File: src/rtl/seq_det_pkg.sv
// seq_det_pkg: defaults and elaboration-time helpers for the serial pattern detector.
package seq_det_pkg;
  localparam int DEF_PAT_LEN = 4;
  localparam logic [DEF_PAT_LEN-1:0] DEF_PATTERN = 4'b1010;
  function automatic int clog2(input int n);
    int r;
    r = 0;
    while ((1 << r) < n) r++;
    return r;
  endfunction
  // Longest pattern prefix that is a suffix of (first k pattern bits, then b); pattern MSB arrives first.
  function automatic int next_state(input int k, input logic b, input logic [15:0] pat, input int len);
    int r;
    int i;
    logic ok;
    logic sb;
    r = 0;
    for (int j = 1; j <= len && j <= k + 1; j++) begin
      ok = 1'b1;
      for (int m = 0; m < j; m++) begin
        i = k + 1 - j + m;
        sb = (i < k) ? pat[4'(len - 1 - i)] : b;
        if (pat[4'(len - 1 - m)] != sb) ok = 1'b0;
      end
      if (ok) r = j;
    end
    return r;
  endfunction
endpackage

File: src/rtl/seq1010_moore_detector.sv
// seq1010_moore_detector: overlapping Moore detector for a serial PATTERN, MSB first.
module seq1010_moore_detector
  import seq_det_pkg::*;
#(
  parameter int PAT_LEN = DEF_PAT_LEN,
  parameter logic [PAT_LEN-1:0] PATTERN = PAT_LEN'(DEF_PATTERN)
) (
  input  logic clk,
  input  logic areset,
  input  logic in,
  output logic out
);
  localparam int SW = clog2(PAT_LEN + 1);
  typedef logic [SW-1:0] state_t;
  localparam state_t S0 = '0;
  localparam state_t S_LAST = SW'(PAT_LEN);
  state_t state_q, state_d;
  state_t nxt0 [PAT_LEN+1];
  state_t nxt1 [PAT_LEN+1];
  // State k = length of longest received suffix that is a pattern prefix.
  for (genvar s = 0; s <= PAT_LEN; s++) begin : g_tbl
    assign nxt0[s] = SW'(next_state(s, 1'b0, 16'(PATTERN), PAT_LEN));
    assign nxt1[s] = SW'(next_state(s, 1'b1, 16'(PATTERN), PAT_LEN));
  end
  always_ff @(posedge clk or negedge areset)
    if (!areset) state_q <= S0;
    else state_q <= state_d;
  always_comb begin
    state_d = S0;
    if (state_q <= S_LAST) state_d = in ? nxt1[state_q] : nxt0[state_q];
  end
  assign out = (state_q == S_LAST);
endmodule

File: config.mk
export PLATFORM = sky130hd
export DESIGN_NAME = seq1010_moore_detector
export DESIGN_NICKNAME = d
export VERILOG_FILES = /design/src/rtl/seq_det_pkg.sv /design/src/rtl/seq1010_moore_detector.sv
export SDC_FILE = /design/constraint.sdc
export NUM_CORES = 1
export LEC_CHECK = 0
export BUFFER_PORTS_ARGS = -buffer_cell sky130_fd_sc_hd__buf_2
export CAP_MARGIN = 40
export CORE_AREA = 4 4 41 43
export DETAILED_ROUTE_END_ITERATION = 8
export DIE_AREA = 0 0 45 47
export PLACE_DENSITY = 0.3
export SYNTH_ARGS = -nofsm -noshare
export SYNTH_HDL_FRONTEND = slang
export SYNTH_SLANG_ARGS = --single-unit
export TNS_END_PERCENT = 50
File: constraint.sdc
create_clock -name clk -period 2.3 [get_ports clk]
set_clock_uncertainty 0.2 [all_clocks]
set_input_delay 0.23 -clock clk [delete_from_list [all_inputs] [get_ports clk]]
set_output_delay 0.23 -clock clk [all_outputs]
set_load 0.02 [all_outputs]
==> metrics.cfg <==
[clock_tree]
cts.repair.resized = 0
cts_made_buffers = 3
clkSinkCount = 3
tritoncts = yes
clockBufferDepth = 2
post_cts.repair.setup_buffers = 0
clockRootBuffer = clkbuf_4
clk_latency_ns = 0.23
cts.hold.buffers_added = 1
cts.reportedPaths.clkPinSlew_ns = 0.04
cts_max_level = 1

[floorplan]
dieArea_um2 = 2120
ios = 4
coreArea_um2 = 1300
fp.dieH_um = 47
row_count = 13
initial_core_util_pct = 10.9
die_width_um = 45

[cells_and_area]
drive_gt1_share_pct = 31.6
post-route-util_pct = 16.3
reg_top3 = state_q x3
top_register = state_q
largest_register_ffs = 3
syn2layout_area_growth_pct = 49.6
diodes = 0
nets = 23

[yosys]
syn_area_per_cell_um2 = 12.9
synth.cell_area_um2 = 141
ys_ff_latch = 3
yosys_warnings = 0
synth_top_area_share_pct = 53.1
yosysMostFrequentCell = dfrtp_1
synth_cell_types = 8
synth.top_cells.by_count = dfrtp_1, nor4bb_1
syn-num-nets = 14
ys_async_sr_fraction_pct = 100
synth_ff_type = dfrtp_1
synth_edf_count = 0
syn_inst = 11
synth.area.top_cells = dfrtp_1, nor4bb_1, and4bb_1
synth_top_area_cell = dfrtp_1
seq_area_frac_synth_pct = 53.1

[power_and_ir_drop]
power.density_nw_per_um2 = 790
irDropWorstVdd_mv = 0.118
power_leakage_nw = 0.0930

[worst_setup_path]
critPathRequiredTime_ns = 1.87
cp_cell_sequence = nor3b_1 -> buf_2
critPathMaxFanout = 6
cp.arrival_ns = 1.04
crit_path_max_incr_delay_ns = 0.42
cp_slowest_cell = dfrtp_1
crit_path_end_kind = primary output
worstSetupStartpointType = register
crit_type = register to primary output

[detailed_routing]
drc = 0
vias = 118
wl_per_cell_um = 8.44
wl_um = 287
vias_per_cell = 3.47
antenna_left = 0
drtPass1Iterations = 4
first_iter_violations = 4

[sta]
max_slew.worst_pin.slew_ns = 0.217
post-route-period-util_pct = 63.7
setup_tns_ns = 0
setup_viol = 0
hold_viol = 0
maxSlewHeadroom_pct = 85.3
slew_viol_final = 0
max_clock_freq_mhz = 682
post-route-min-period_ns = 1.47
rsz0062_at_grt = no

[place]
numPortBuffers = 3
hpwl_um = 187
gp_congestion = 0.594

[grt]
antenna_found_initial = 0
grt_pass1_wl_um = 496
grt_usage_pct = 4.12
grt_max_degree = 7
grt_pass1_vias = 111
overflow = 0

[worst_hold_path]
min_path_type = input pin to register

[job]
cap_viol_max_count = 0

[run_status]
status = complete, no violations

## final timing paths
check                                start         end  slack, ns  cells after the start
worst min register to register  state_q[2]  state_q[2]       0.45                      1
worst max-delay path            state_q[1]         out       0.83                      2
max in group asynchronous           areset  state_q[1]       1.67                      2
worst min-delay path                    in  state_q[0]       0.06                      2
worst max register to register  state_q[1]  state_q[1]       1.05                      2
min in group asynchronous           areset  state_q[2]       0.12                      2
## layout make-up
class / instances / area (µm²)
clock buffers: 4 / 26.3
fillers: 147 / 1090
multi-input cells: 8 / 66.3
flip-flops and latches: 3 / 75.1
well taps: 15 / 18.8
repair buffers: 4 / 25.0
## critical path, delay by kind of cell (launching register included)
family	cells	cell delay (ns)
DFF	1	0.42
and+or+nand+nor	1	0.19
buffers and inverters	1	0.19
## cells by family after synthesis
group	synth area share, %
AOI/OAI and AO/OA	3.54
DFF	53.1
and+or+nand+nor	43.4
## power by group
group          internal (mW)  total [mW]  switching [mW]
registers             0.0569      0.0623         0.00546
logic                0.00753      0.0116         0.00408
clock network         0.0651      0.0931          0.0280
## routing by layer
| metal | share of wire [%] | vias to the layer above | global-route usage (%) |
|---|---|---|---|
| li1 | - | 61 | - |
| met1 | 67 | 53 | 4.81 |
| met2 | 27 | 4 | 2.82 |
| met3 | 6.3 | 0 | 4.60 |
| met4 | 0 | 0 | 5.26 |
| met5 | 0 | - | 0 |
## cell usage in the layout (no fill, tap or decap)
master	n
clkbuf_4	3
dfrtp_1	3
nor4b_1	1
o21ai_1	1
nor4bb_1	2
and4bb_1	1
nor3b_1	1
and2_1	1
clkbuf_1	1
dlygate4sd3_1	1
buf_2	3
or3_1	1
## per-stage QoR
step                      hold WS (ns)  area, µm²  power [mW]  std cells  worst slack [ns]
after floorplan                 -0.266        141      0.0679         11             0.924
after global placement          -0.177        175      0.0727         29              1.05
after detailed placement        -0.172        175      0.0730         29              1.06
after CTS                       0.0542        211       0.173         34             0.829
after global routing            0.0609        211       0.187         34             0.767
final                           0.0613        211       0.167         34             0.835
No activity file was read; power rests on OpenSTA's default activity.
